## src/rtl/cdr_trig_sequencer.sv

```systemverilog
// ============================================================================
// Module   : cdr_trig_sequencer
// Purpose  : Arm/lock/holdoff sequencer that turns qualified SERDES symbol
//            matches into a registered one-cycle trigger pulse.
// Revision : 1.0 - initial release
// ============================================================================
`default_nettype none

module cdr_trig_sequencer #(
    parameter int HOLDOFF_WIDTH = 16,
    parameter int COUNT_WIDTH   = 32
) (
    input  logic                     rx_clk,
    input  logic                     rx_rst,
    input  logic                     cfg_arm,
    input  logic                     cfg_disarm,
    input  logic [7:0]               cfg_mode,
    input  logic                     cfg_single,
    input  logic [HOLDOFF_WIDTH-1:0] cfg_holdoff,
    input  logic [HOLDOFF_WIDTH-1:0] cfg_lock_timeout,
    input  logic                     lock_8b10b,
    input  logic                     lock_64b66b,
    input  logic                     match_valid,
    input  logic                     match_hit,
    output logic                     trig_out,
    output logic [2:0]               state,
    output logic [COUNT_WIDTH-1:0]   trig_count,
    output logic                     lock_lost,
    output logic                     lock_timeout,
    output logic                     mode_err
);

    typedef enum logic [2:0] {
        ST_IDLE      = 3'd0,
        ST_WAIT_LOCK = 3'd1,
        ST_ARMED     = 3'd2,
        ST_HOLDOFF   = 3'd3,
        ST_DONE      = 3'd4
    } state_t;

    localparam logic [HOLDOFF_WIDTH-1:0] c_HOLD_ZERO = '0;
    localparam logic [HOLDOFF_WIDTH-1:0] c_HOLD_ONE  = {{(HOLDOFF_WIDTH-1){1'b0}}, 1'b1};
    localparam logic [COUNT_WIDTH-1:0]   c_CNT_ONE   = {{(COUNT_WIDTH-1){1'b0}}, 1'b1};

    state_t                   r_state;
    logic                     r_trig;
    logic [COUNT_WIDTH-1:0]   r_count;
    logic                     r_lock_lost;
    logic                     r_lock_timeout;
    logic                     r_mode_err;
    logic [HOLDOFF_WIDTH-1:0] r_cnt;
    logic                     r_mode_64;
    logic                     r_single;
    logic [HOLDOFF_WIDTH-1:0] r_holdoff;
    logic [HOLDOFF_WIDTH-1:0] r_lock_to;

    logic                     w_mode_ok;
    logic                     w_lock;
    logic                     w_hit;
    logic [HOLDOFF_WIDTH-1:0] w_cnt_inc;
    logic [COUNT_WIDTH-1:0]   w_count_next;

    assign w_mode_ok    = (cfg_mode == 8'h00) || (cfg_mode == 8'h01) ||
                          (cfg_mode == 8'h80) || (cfg_mode == 8'h81);
    // Only bit 7 of the mode picks the aligner, so that is all we keep.
    assign w_lock       = r_mode_64 ? lock_64b66b : lock_8b10b;
    assign w_hit        = match_valid && match_hit;
    assign w_cnt_inc    = r_cnt + c_HOLD_ONE;
    assign w_count_next = (&r_count) ? r_count : (r_count + c_CNT_ONE);

    always_ff @(posedge rx_clk) begin
        if (rx_rst) begin
            r_state        <= ST_IDLE;
            r_trig         <= 1'b0;
            r_count        <= '0;
            r_lock_lost    <= 1'b0;
            r_lock_timeout <= 1'b0;
            r_mode_err     <= 1'b0;
            r_cnt          <= '0;
            r_mode_64      <= 1'b0;
            r_single       <= 1'b0;
            r_holdoff      <= '0;
            r_lock_to      <= '0;
        end else begin
            r_trig <= 1'b0;
            if (cfg_disarm) begin
                r_state <= ST_IDLE;
            end else if (cfg_arm) begin
                if (w_mode_ok) begin
                    r_mode_64      <= cfg_mode[7];
                    r_single       <= cfg_single;
                    r_holdoff      <= cfg_holdoff;
                    r_lock_to      <= cfg_lock_timeout;
                    r_count        <= '0;
                    r_lock_lost    <= 1'b0;
                    r_lock_timeout <= 1'b0;
                    r_mode_err     <= 1'b0;
                    r_cnt          <= '0;
                    r_state        <= ST_WAIT_LOCK;
                end else begin
                    r_mode_err <= 1'b1;
                    r_state    <= ST_IDLE;
                end
            end else begin
                case (r_state)
                    ST_WAIT_LOCK: begin
                        if (w_lock) begin
                            r_state <= ST_ARMED;
                        end else if (r_lock_to != c_HOLD_ZERO) begin
                            if (w_cnt_inc == r_lock_to) begin
                                r_lock_timeout <= 1'b1;
                                r_state        <= ST_IDLE;
                            end else begin
                                r_cnt <= w_cnt_inc;
                            end
                        end
                    end
                    ST_ARMED: begin
                        // Lock loss outranks a coincident hit.
                        if (!w_lock) begin
                            r_lock_lost <= 1'b1;
                            r_cnt       <= '0;
                            r_state     <= ST_WAIT_LOCK;
                        end else if (w_hit) begin
                            r_trig  <= 1'b1;
                            r_count <= w_count_next;
                            if (r_single) begin
                                r_state <= ST_DONE;
                            end else if (r_holdoff == c_HOLD_ZERO) begin
                                r_state <= ST_ARMED;
                            end else begin
                                r_cnt   <= r_holdoff;
                                r_state <= ST_HOLDOFF;
                            end
                        end
                    end
                    ST_HOLDOFF: begin
                        if (!w_lock) begin
                            r_lock_lost <= 1'b1;
                            r_cnt       <= '0;
                            r_state     <= ST_WAIT_LOCK;
                        end else if (r_cnt <= c_HOLD_ONE) begin
                            r_cnt   <= '0;
                            r_state <= ST_ARMED;
                        end else begin
                            r_cnt <= r_cnt - c_HOLD_ONE;
                        end
                    end
                    default: r_state <= r_state;
                endcase
            end
        end
    end

    assign trig_out     = r_trig;
    assign state        = r_state;
    assign trig_count   = r_count;
    assign lock_lost    = r_lock_lost;
    assign lock_timeout = r_lock_timeout;
    assign mode_err     = r_mode_err;

endmodule

`default_nettype wire

```

## config.mk

```make
export PLATFORM = sky130hd
export DESIGN_NAME = cdr_trig_sequencer
export DESIGN_NICKNAME = d
export VERILOG_FILES = /design/src/rtl/cdr_trig_sequencer.sv
export SDC_FILE = /design/constraint.sdc
export NUM_CORES = 1
export LEC_CHECK = 0
export CORE_UTILIZATION = 45
export CTS_CLUSTER_SIZE = 16
export DETAILED_ROUTE_END_ITERATION = 10
export PLACE_DENSITY = 0.72
export SYNTH_ARGS = -nofsm -noshare
export SYNTH_HDL_FRONTEND = slang
export SYNTH_SLANG_ARGS = --single-unit
export TNS_END_PERCENT = 50
```

## constraint.sdc

```tcl
create_clock -name rx_clk -period 2.76 [get_ports rx_clk]
set_input_delay 0.69 -clock rx_clk [delete_from_list [all_inputs] [get_ports rx_clk]]
set_output_delay 0.69 -clock rx_clk [all_outputs]
set_load 0.01 [all_outputs]
```

Word level (Yosys, flattened, before mapping)
Cells that the tools add are included.
{ "totals": {"ff_bits": 89, "in_bits": 49, "out_inout_bits": 39, "elab_cells": 105} }
{ "op_classes": {"addsub": 3, "n_lt_le_gt_ge": 1, "eq_ne": 19, "n_mux": 42, "bitwise": 3, "n_reduce_logical": 26} }
{ "ops": {"columns": ["op", "count"], "rows": [
  ["$mux 32", 6],
  ["$mux 16", 11],
  ["$pmux 16 s3", 1],
  ["$add 32x1->32 const B", 1],
  ["$reduce_and 32->1", 1],
  ["$mux 3", 9],
  ["$ne 4x4->1 const B", 6],
  ["$add 16x1->16 const B", 1],
  ["$eq 16x16->1", 1],
  ["$eq 8x8->1 const B", 2],
  ["$le 16x1->1 const B", 1],
  ["$logic_not 16->1", 1],
  ["$reduce_bool 16->1", 1],
  ["$sub 16x1->16 const B", 1],
  ["$mux 1", 14],
  ["$reduce_bool 2->1", 7],
  ["$reduce_and 6->1", 2],
  ["$ne 3x3->1 const B", 3],
  ["$pmux 3 s3", 1],
  ["$reduce_and 9->1", 1],
  ["$eq 8x1->1 const B", 1],
  ["$logic_not 8->1", 1],
  ["$eq 3x2->1 const B", 2],
  ["$reduce_and 5->1", 1],
  ["12 further kinds", 18]
]} }

Logic depth before layout (Yosys ltp)
Gate-level depths: netlist (run 1).
{ "logic_depth": {"word_depth": 7, "ltp_mapped": 12, "ltp_nobuf": 10} }

Worst setup path before layout (run 1)
No wires, ideal clock.
{ "synth_timing": {"path_type": "register to register", "start": "register r_cnt[0]", "end": "register r_cnt[12]", "setup_ps": 119, "arrival_time_ps": 2742, "t_required_ps": 2641, "slack_ps": -100, "stages_incl_launch_ff": 11, "path_buffers": 1, "period_less_slack_ps": 2860, "path_cell_list": "dfxtp_1 > ha_1 > nand4_1 > or4_1 > xnor2_1 > nand4b_1 > or2_2 > o41ai_4 > buf_6 > nor2_1 > o221a_1"} }
{ "synth_via": {"elab_chain_len": 6, "elab_cells_between_ends": 13, "cone_classes": "add/sub: 2; order compare: 1; eq/ne: 2; mux: 7; reduce/logical: 1"} }
{ "synth_lines": {"columns": ["item", "line", "source"], "rows": [
  ["start: declaration", "51", "logic [HOLDOFF_WIDTH-1:0] r_cnt;"],
  ["start signal: assignment", "114", "r_cnt <= w_cnt_inc;"],
  ["start signal: assignment", "132", "r_cnt <= r_holdoff;"],
  ["start signal: assignment", "146", "r_cnt <= r_cnt - c_HOLD_ONE;"],
  ["parallel branches: the longest is 6 deep, another holds $add 16x1->16", null, null]
]} }
Several ways; the timed one is not identified. The select of a mux whose other input is x is not followed.
A chain may end at the register's enable or synchronous reset.

Worst setup path after layout (run 1)
{ "layout_timing": {"start": "register r_cnt[0]", "end": "register r_cnt[9]"} }
The elaborated chain is that of the path after synthesis.

==> impl_results.rst, run 1 <==
.. list-table::
   :header-rows: 1

   * - Metric
     - Value
   * - Failing checks
     - setup timing
   * - Clk slew on worst S/H paths
     - 0.07 ns
   * - Overall global routing resource usage
     - 0.265
   * - Overall via count from detail_route
     - 5373
   * - Number of max-slew violations in the final report
     - 0
   * - Final Net Count
     - 855
   * - Top_reg_cell synth
     - sky130_fd_sc_hd__dfxtp_1
   * - Count of antenna-violating nets left after detailed routing
     - 0
   * - Number of global-route vias before repair
     - 5135
   * - Worst path required time
     - 2.99 ns
   * - Worst-Margin Slew
     - 0.516 ns
   * - Worst Setup Slack, final
     - -0.113 ns
   * - Initial DRT Pass Iterations
     - 5
   * - Number of design-rule violations left by the first detailed-router iteration
     - 274
   * - Count of port buffers added during placement
     - 86
   * - Number of buffers added to fix hold violations after cts
     - 0
   * - Post-synthesis sequential area ratio
     - 0.348
   * - Max Fanout on Critical Path
     - 11
   * - Capturing element type of the critical path
     - flop
   * - Net count of the mapped netlist
     - 714
   * - Area share of the leading cell type in the synthesized netlist
     - 0.348
   * - Ant diodes
     - 0
   * - Ranking of synthesized cells by instance count
     - sky130_fd_sc_hd__nand2_1, sky130_fd_sc_hd__dfxtp_1, sky130_fd_sc_hd__nor2_1, sky130_fd_sc_hd__a21oi_1, sky130_fd_sc_hd__xnor2_1
   * - Global route total overflow
     - 0
   * - Post-route setup TNS
     - -0.557 ns
   * - Power density over cell area
     - 382 mW/mm2
   * - Top-count cell post-synth
     - sky130_fd_sc_hd__nand2_1
   * - Power consumption
     - 2760 uW
   * - Worst VDD drop
     - 0.393 mV
   * - Synth-to-Final Area Change
     - 40.8%
   * - CTS max path bufs
     - 2
   * - Maximum clock rate
     - 0.348 GHz
   * - Layout Cells excl Fill
     - 947
   * - Filler Cells Inserted
     - 911
   * - Num Clock Sinks
     - 89
   * - Pin count of the biggest net entering global routing
     - 36
   * - Horiz. Die Dim
     - 109 um
   * - Start point of the critical path
     - r_cnt[0]$_SDFFE_PP0P_
   * - Number of H-tree branching levels
     - 3
   * - Post-synthesis register bit count
     - 89
   * - Main area contributors after synthesis
     - sky130_fd_sc_hd__dfxtp_1, sky130_fd_sc_hd__nand2_1, sky130_fd_sc_hd__xnor2_1
   * - Tightest Hold Check Type
     - flop to flop
   * - Total of max-cap violations
     - 0
   * - Relative max-transition margin
     - 0.647
   * - Final HPWL from detailed placement
     - 11.0 mm
   * - Reg2Reg Launch Point
     - r_cnt[0]$_SDFFE_PP0P_
   * - Clock Skews
     - 0.00664 ns
   * - Syn avg cell area
     - 7.76 um2
   * - Initial Util
     - 0.467
   * - Finish-stage setup viols
     - 8
   * - Clock Tree Root
     - sky130_fd_sc_hd__clkbuf_16
   * - Clock period minus final worst setup slack
     - 2.87 ns
   * - Remaining DRCs
     - 0
   * - Biggest area consumer among synthesized cells
     - sky130_fd_sc_hd__dfxtp_1
   * - Number of enable-type register cells in the synthesized netlist
     - 0
   * - Final RePlAce weighted congestion
     - 0.890
   * - Final hold violations
     - 0
   * - Row Count
     - 38
   * - Ys Warns
     - 0
   * - Worst min-delay path startpoint
     - mode_err$_SDFFE_PP0P_
   * - TritonCTS clock tree
     - built
   * - Placed Instances
     - 915
   * - Clock Latency Late Sink
     - 0.35 ns
   * - Final Util
     - 0.657
   * - Worst EP arrival
     - 3.11 ns
   * - Placeable core region
     - 0.0110 mm2
   * - Unique cell type count in the Yosys netlist
     - 59
   * - Fraction of layout cells with a size suffix above 1
     - 0.207
   * - Wirelength, routed
     - 15.4 mm
   * - Worst setup slack before clock tree synthesis
     - -0.330 ns
   * - First-pass GRT wire length
     - 24.6 mm
   * - Setup repair after global routing missed its margin
     - true
   * - Crit path kind
     - flop to flop
   * - Cell area after technology mapping
     - 0.00513 mm2
   * - Element type at the critical path start
     - flop
   * - Leakage power
     - 0.00259 uW
   * - Total die area
     - 0.0118 mm2
   * - Routed vias/inst
     - 5.67
   * - Final worst-path cycle share
     - 1.04
   * - Proportion of register bits with asynchronous set or reset after synthesis
     - 0
   * - Top-level port count
     - 88
   * - Outcome
     - complete, but fails checks
   * - Initial antenna violation count
     - 0
   * - Number of cells produced by synthesis
     - 661
   * - Average wire per standard cell
     - 16.3 um
   * - Inserted Clock Buffers
     - 9
   * - Die Span Y
     - 109 um
## critical path, cell delays in order, from the launching register on
cell	delay, ns
sky130_fd_sc_hd__dfxtp_4	0.37
sky130_fd_sc_hd__nand4_1	0.18
sky130_fd_sc_hd__or2_4	0.28
sky130_fd_sc_hd__or4_4	0.54
sky130_fd_sc_hd__mux2i_2	0.28
sky130_fd_sc_hd__o2111ai_4	0.19
sky130_fd_sc_hd__o41ai_4	0.31
sky130_fd_sc_hd__buf_4	0.19
sky130_fd_sc_hd__buf_12	0.12
sky130_fd_sc_hd__nor2_1	0.05
sky130_fd_sc_hd__o221a_1	0.24
## worst paths after layout
path                                 to  slack (ns)  cells past startpoint
setup / recovery  r_cnt[9]$_SDFFE_PP0P_       -0.11                     10
hold / removal    mode_err$_SDFFE_PP0P_        0.47                      2
setup reg to reg  r_cnt[9]$_SDFFE_PP0P_       -0.11                     10
hold reg to reg   mode_err$_SDFFE_PP0P_        0.47                      2
## cell families (layout without fill, tap and decap cells)
group | Yosys count | after routing | share of synthesized area
AO/OA/AOI/OAI | 118 | 118 | 0.157
XOR/XNOR | 63 | 63 | 0.113
adder cells (fa/ha/maj) | 4 | 4 | 0.00976
buffers and inverters | 59 | 205 | 0.0522
flip-flops | 89 | 89 | 0.348
multiplexers | 10 | 10 | 0.0200
AND/OR/NAND/NOR | 318 | 318 | 0.300
## where the power goes
group	switching, uW	total [uW]	internal [uW]
Combinational	134	299	165
Sequential	7.25	1300	1290
Clock	548	1160	614
Total	690	2760	2070
## layout make-up
class	count	area (um2)	share of cell area
tap	140	175	0.0243
timing repair buffer	176	1650	0.228
clock buffer	10	229	0.0317
inverter	13	51.3	0.00711
multi-input combinational	513	3280	0.454
clock inverter	6	42.5	0.00589
sequential	89	1790	0.248
## sequential cells by signal, indices dropped and copies added, names as in the netlist
name          cells
lock_lost         1
lock_timeout      1
mode_err          1
r_cnt            16
r_holdoff        16
r_lock_to        16
r_mode_64         1
r_single          1
state             3
trig_count       32
trig_out          1
## layer usage
layer / track usage / vias up / wire, um
met5: 0 / - / 0
met4: 0.101 / 0 / 453
met3: 0.0598 / 38 / 867
met2: 0.471 / 157 / 7770
met1: 0.307 / 2559 / 6310
li1: - / 2619 / -
## stage by stage
step	instance area [um2]	hold WS, ns
floorplan	5140	0.449
global placement	6570	0.459
detailed placement	6570	0.461
CTS	6950	0.475
global route	7220	0.493
finish	7220	0.468
## cells in the final DEF (no fill, tap or decap), drive strengths merged, types with 12 or more instances in the layout
master	instances
dfxtp	89
or3	14
a21oi	57
nor4	18
nor2	68
buf	89
nand2	116
clkdlybuf4s50	83
xor2	29
inv	15
nor3	18
clkbuf	12
nand3	24
xnor2	32
nand4	17
## repair_timing
action | 4_1_cts | 5_1_grt
setup buffers | 5 | 11
gates resized for setup | 13 | 36
pin swaps | 7 | 16
endpoints found under the hold margin | 0 | 0
endpoints found under the setup margin | 16 | 33
cloned | 0 | 2
No activity file was read; power rests on OpenSTA's default activity.
==> run 2, diff against run 1 <==
Settings changed: CAP_MARGIN set to 20.
==> results of run 2 <==
The final DEF is identical to that of run 1; final timing and power are the same.
==> patch 1, RTL diff (config.mk and constraints of run 1) <==
Add an input register stage for `cfg_lock_timeout`, with the module's reset; this delays it by one clock. The other inputs are not delayed to match.
--- a/src/rtl/cdr_trig_sequencer.sv
+++ b/src/rtl/cdr_trig_sequencer.sv
@@ -43,2 +43,12 @@
     localparam logic [COUNT_WIDTH-1:0]   c_CNT_ONE   = {{(COUNT_WIDTH-1){1'b0}}, 1'b1};
+
+    logic [HOLDOFF_WIDTH-1:0] cfg_lock_timeout_q;
+
+    always_ff @(posedge rx_clk) begin
+        if (rx_rst) begin
+            cfg_lock_timeout_q <= '0;
+        end else begin
+            cfg_lock_timeout_q <= cfg_lock_timeout;
+        end
+    end
 
@@ -92,3 +102,3 @@
                     r_holdoff      <= cfg_holdoff;
-                    r_lock_to      <= cfg_lock_timeout;
+                    r_lock_to      <= cfg_lock_timeout_q;
                     r_count        <= '0;
Behaviour: not the same (a bounded check fails within 4 cycles, from zero or initial values and one cycle with rx_rst high).
==> patch 1 against run 1 <==
Worst setup slack better by 0.17 ns. Synthesized area up 7.0%. Routed wire length up 4.2%. Sequential power up 18%. Die area up 6.8%. Fmax up 6.3%. Count of clock-buffer cells in the layout down 1. Sequential cell count up 16. Design area down 0.49%. Via count up 4.0%. Power up 6.2%. Largest power group unchanged.
==> patch 1: results (changes against run 1) <==
Global routing
  • Gr usage total: 26.0% (-0.50 points)
  • Largest net degree at the start of global routing: 57 (+58%)
  • First-pass GRT wire length: 26400 microns (+7.2%)
  • Vias in the first global route: 5485 (+6.8%)

Final layout
  • Max reg flops: 32 (unchanged)
  • Nets: 867 (+1.4%)
  • Share of cells above drive strength 1: 13.2% (-7.5 points)
  • Number of fill cells: 960 (+5.4%)

Placement
  • Pre-CTS setup slack: -0.245 ns (+0.0844 ns)
  • HPWL after DPL: 11800 microns (+7.0%)
  • Gpl congestion: 0.884 (-0.67%)

Yosys
  • Ranking of synthesized cells by area: dfxtp_1, nand2_1, xnor2_1
  • Top FF cell, synth: dfxtp_1
  • Synth Net Count: 748 (+4.8%)
  • Sequential element share of the synthesized area: 38.3% (+3.6 points)
  • Most common cell in the netlist: nand2_1
  • Library cells used by synthesis: 68 (+15%)

Setup path
  • CP arrival: 2.93 ns (-0.18 ns)
  • CP Launch Type: flop
  • CP max FO: 6 (-5)
  • Max incr delay on CP: 0.48 ns (-0.06 ns)
  • FF-to-FF Start: r_cnt[1]

Timing
  • Worst Skew: 0.00830 ns (+0.00166 ns)
  • Relative slew slack: 61.6% (-3.0 points)

Power and ir drop
  • Max VDD drop: 0.000305 V (-22%)
  • Leakage power: 2.60 nW (+0.36%)

Clock network
  • CTS root buf: clkbuf_16
  • Max Buffers Root-to-Sink: 2 (unchanged)

Hold path
  • Worst Hold Launch: cfg_lock_timeout_q[4]

Route
  • DR iter-0 viols: 366 (+34%)
  • Initial DRT Pass Iterations: 6 (+1)
  • WL/cell: 16.7 microns (+2.6%)
  • Routed vias/inst: 5.81 (+2.4%)

Run status
  • Run status: complete, no violations
patch 1: what timing repair did:
item | CTS | global route
buffers inserted | 0 | 3
setup endpoints to repair | 15 | 27
pin swaps | 0 | 2
resized for setup | 3 | 7
patch 1: final cells by class:
cell class | instances | area share [%]
Clock buffer | 9 | 3.13
Clock inverter | 7 | 0.871
Multi-Input combinational cell | 534 | 44.7
Tap cell | 143 | 2.49
Sequential cell | 105 | 29.3
Timing Repair Buffer | 155 | 19.1
Inverter | 9 | 0.470
patch 1: layer usage:
layer  track usage [%]  share of wire (%)  up-vias
li1                  -                  -     2701
met1              33.8                 45     2669
met2              43.7                 47      196
met3              5.40                6.3       24
met4              7.29                1.4        0
met5                 0                  0        -
patch 1: worst max-delay path: cells and delay by family, from the launching register on:
| family | cells | cell delay [ns] |
|---|---|---|
| compound gates | 4 | 0.49 |
| fa+ha+maj | 1 | 0.18 |
| buf+inv | 3 | 0.51 |
| flops | 1 | 0.37 |
| simple gates | 4 | 1.02 |
patch 1: path summary, 6_finish.rpt:
path                   to  cells after the start  slack [ns]
max             r_cnt[12]                     12        0.06
min          r_lock_to[4]                      2        0.43
max reg2reg     r_cnt[12]                     12        0.06
min reg2reg  r_lock_to[4]                      2        0.43
patch 1: kinds of logic (layout without fill, tap and decap cells):
family	after synthesis	after routing	share of synthesized area (%)
and+or+nand+nor	334	334	31.0
AOI/OAI and AO/OA	135	135	15.7
DFF	105	105	38.3
buffers and inverters	56	180	4.11
xor gates and xnor gates	54	54	8.63
muxes	7	7	1.32
adders and majority gates	4	4	0.913
patch 1: stage by stage:
| step | cells | instance area [sq um] | hold slack (ns) | setup TNS [ns] |
|---|---|---|---|---|
| final | 962 | 7180 | 0.428 | 0 |
| after global routing | 962 | 7180 | 0.458 | -0.197 |
| after CTS | 959 | 7130 | 0.438 | -0.0121 |
| after detailed placement | 943 | 6830 | 0.429 | -4.65 |
| after global placement | 943 | 6830 | 0.427 | -3.59 |
| after floorplan | 695 | 5480 | 0.417 | 0 |
patch 1: where the power goes:
part	leakage (nW)	switching (mW)	internal, mW
combinational	1.61	0.0645	0.0853
sequential	0.850	0.00502	1.53
clock	0.137	0.616	0.631
total	2.60	0.685	2.24
==> patch 2, RTL diff (flow settings as in run 1) <==
Made on the original files. `c_HOLD_ZERO`: '0 -> 1.
--- a/src/rtl/cdr_trig_sequencer.sv
+++ b/src/rtl/cdr_trig_sequencer.sv
@@ -40,3 +40,3 @@
 
-    localparam logic [HOLDOFF_WIDTH-1:0] c_HOLD_ZERO = '0;
+    localparam logic [HOLDOFF_WIDTH-1:0] c_HOLD_ZERO = 1;
     localparam logic [HOLDOFF_WIDTH-1:0] c_HOLD_ONE  = {{(HOLDOFF_WIDTH-1){1'b0}}, 1'b1};
Formal check against the unedited RTL: not equivalent (Yosys sat finds a counterexample within 4 cycles, from zero or initial values and one cycle with rx_rst high).
==> patch 2 against run 1 <==
Worst setup slack gained 0.24 ns. Die area up 1.8%. Routed wire length is 0.19% lower. Sequential share of layout area rose by 1.3 points. Design area shrank 5.3%. Sequential power about the same. Critical path depth shrank 2. Synthesized area rose by 1.9%. Power up 0.40%. Via count is 0.80% higher. Global-route usage decreased by 0.31 points. First-iteration DRC count grew 82%. Critical path type unchanged. Sequential cell count did not move.
==> patch 2: results (changes against run 1) <==
Timing
  • Worst-margin pin slew: 0.596 ns (+0.0799 ns)
  • Worst Skew: 0.00809 ns (+0.00145 ns)

Global routing
  • First-pass GRT wire length: 24200 microns (-1.7%)
  • Largest net degree at the start of global routing: 32 (-11%)
  • Gr usage total: 26.2% (-0.31 points)
  • Vias in the first global route: 4990 (-2.8%)
  • Met1 track demand over resource: 34.4% (+3.7 points)
  • M3 GR Usage: 6.58% (+0.60 points)
  • GR Util met2: 42.1% (-5.0 points)

Setup path
  • CP arrival: 2.86 ns (-0.25 ns)
  • CP max FO: 7 (-4)
  • Family with the most delay on the worst path: simple AND/OR/NAND/NOR gates
  • Max incr delay on CP: between 0.5 and 0.6 ns

Power and ir drop
  • Max VDD drop: 0.000683 V (+74%)
  • NetSw: 645 uW (-6.6%)
  • Leakage power: 2.47 nW (-4.6%)

Placement
  • Placed cell count: 920 (+0.55%)
  • Gpl congestion: 0.936 (+5.2%)
  • Pre-CTS setup slack: -0.370 ns (-0.0401 ns)
  • IO Port Bufs: 86 (unchanged)
  • HPWL after DPL: 11300 microns (+3.0%)
  • DP Area: 6490 sq um (-1.3%)

Clock network
  • Max Buffers Root-to-Sink: 2 (unchanged)
  • Skew-Pair Late Insertion Delay: 0.35 ns (about the same)
  • H-tree levels: 3 (unchanged)
  • CTS Buf Count: 9 (unchanged)
  • Reg clk slew, reported paths: around 0.060 ns

Route
  • Met2 WL: 7030 microns (-9.5%)
  • DR iter-0 viols: 498 (+82%)
  • Initial DRT Pass Iterations: 8 (+3)
  • Vias: 5416 (+0.80%)
  • Routed wl met3: 1050 microns (+21%)
  • Routed vias/inst: 5.78 (+1.9%)
  • Routed Wire Length: 15400 microns (-0.19%)
  • Wire length on met1: 7030 microns (+11%)

Yosys
  • Commonest cells in the netlist: nand2_1, dfxtp_1, nor2_1
  • Sequential element share of the synthesized area: 34.1% (-0.64 points)
  • Avg Inst Size Synth: 7.67 sq um (-1.1%)
  • Library cells used by synthesis: 62 (+5.1%)
  • Synth area leader: dfxtp_1
  • Ys async rst share: 0% (unchanged)
  • Ranking of synthesized cells by area: dfxtp_1, nand2_1, nor2_1
  • Synth Net Count: 734 (+2.8%)
  • Synth Warn #: 0 (unchanged)

Final layout
  • Antenna cells: 0 (unchanged)
  • Nets: 846 (-1.1%)
  • Share of cells above drive strength 1: 11.9% (-8.8 points)

Run status
  • Run status: complete, no violations

Hold path
  • HP Class: reg -> reg
[patch 2: cell count changes after synthesis, moves of 6 or more]
cell / run 1 / this run
nand2_1: 116 / 110
o21ai_0: 11 / 20
nor2_1: 68 / 85
mux2i_1: 8 / 17
clkbuf_1: 29 / 23
or3_2: 8 / 0
nand2b_1: 4 / 11
[patch 2: power by group through the flow]
stage | clock [mW] | sequential (mW) | combinational (mW)
final | 1.22 | 1.30 | 0.253
after global routing | 1.31 | 1.30 | 0.271
after CTS | 1.24 | 1.30 | 0.246
after detailed placement | 0 | 1.33 | 0.244
after global placement | 0 | 1.33 | 0.239
after floorplan | 0 | 1.33 | 0.118
[patch 2: logic make-up after synthesis]
| logic type | share of synthesized area [%] |
|---|---|
| AND/OR/NAND/NOR | 31.5 |
| AO/OA/AOI/OAI | 14.8 |
| adder cells (fa/ha/maj) | 0.958 |
| buffers and inverters | 5.22 |
| XOR/XNOR | 9.99 |
| multiplexers | 3.47 |
| flip-flops | 34.1 |
[patch 2: cell type report]
| cell class | instances | area (sq um) |
|---|---|---|
| Fill cell | 1030 | 4240 |
| Multi-Input combinational cell | 537 | 3220 |
| Sequential cell | 89 | 1780 |
| Timing Repair Buffer | 145 | 1330 |
| Clock buffer | 9 | 225 |
| Tap cell | 140 | 175 |
| Clock inverter | 6 | 67.6 |
| Inverter | 11 | 41.3 |
[patch 2: path summary, 6_finish.rpt]
check | to | cells past startpoint | startpoint | slack, ns
max | r_cnt[5] | 8 | r_cnt[11] | 0.13
min | lock_lost | 2 | lock_lost | 0.48
max reg2reg | r_cnt[5] | 8 | r_cnt[11] | 0.13
min reg2reg | lock_lost | 2 | lock_lost | 0.48
[patch 2: timing repair]
action / CTS / global route
hold buffers: 0 / 0
setup endpoints to repair: 0 / 17
buffers inserted: 0 / 1
resized for setup: 0 / 9
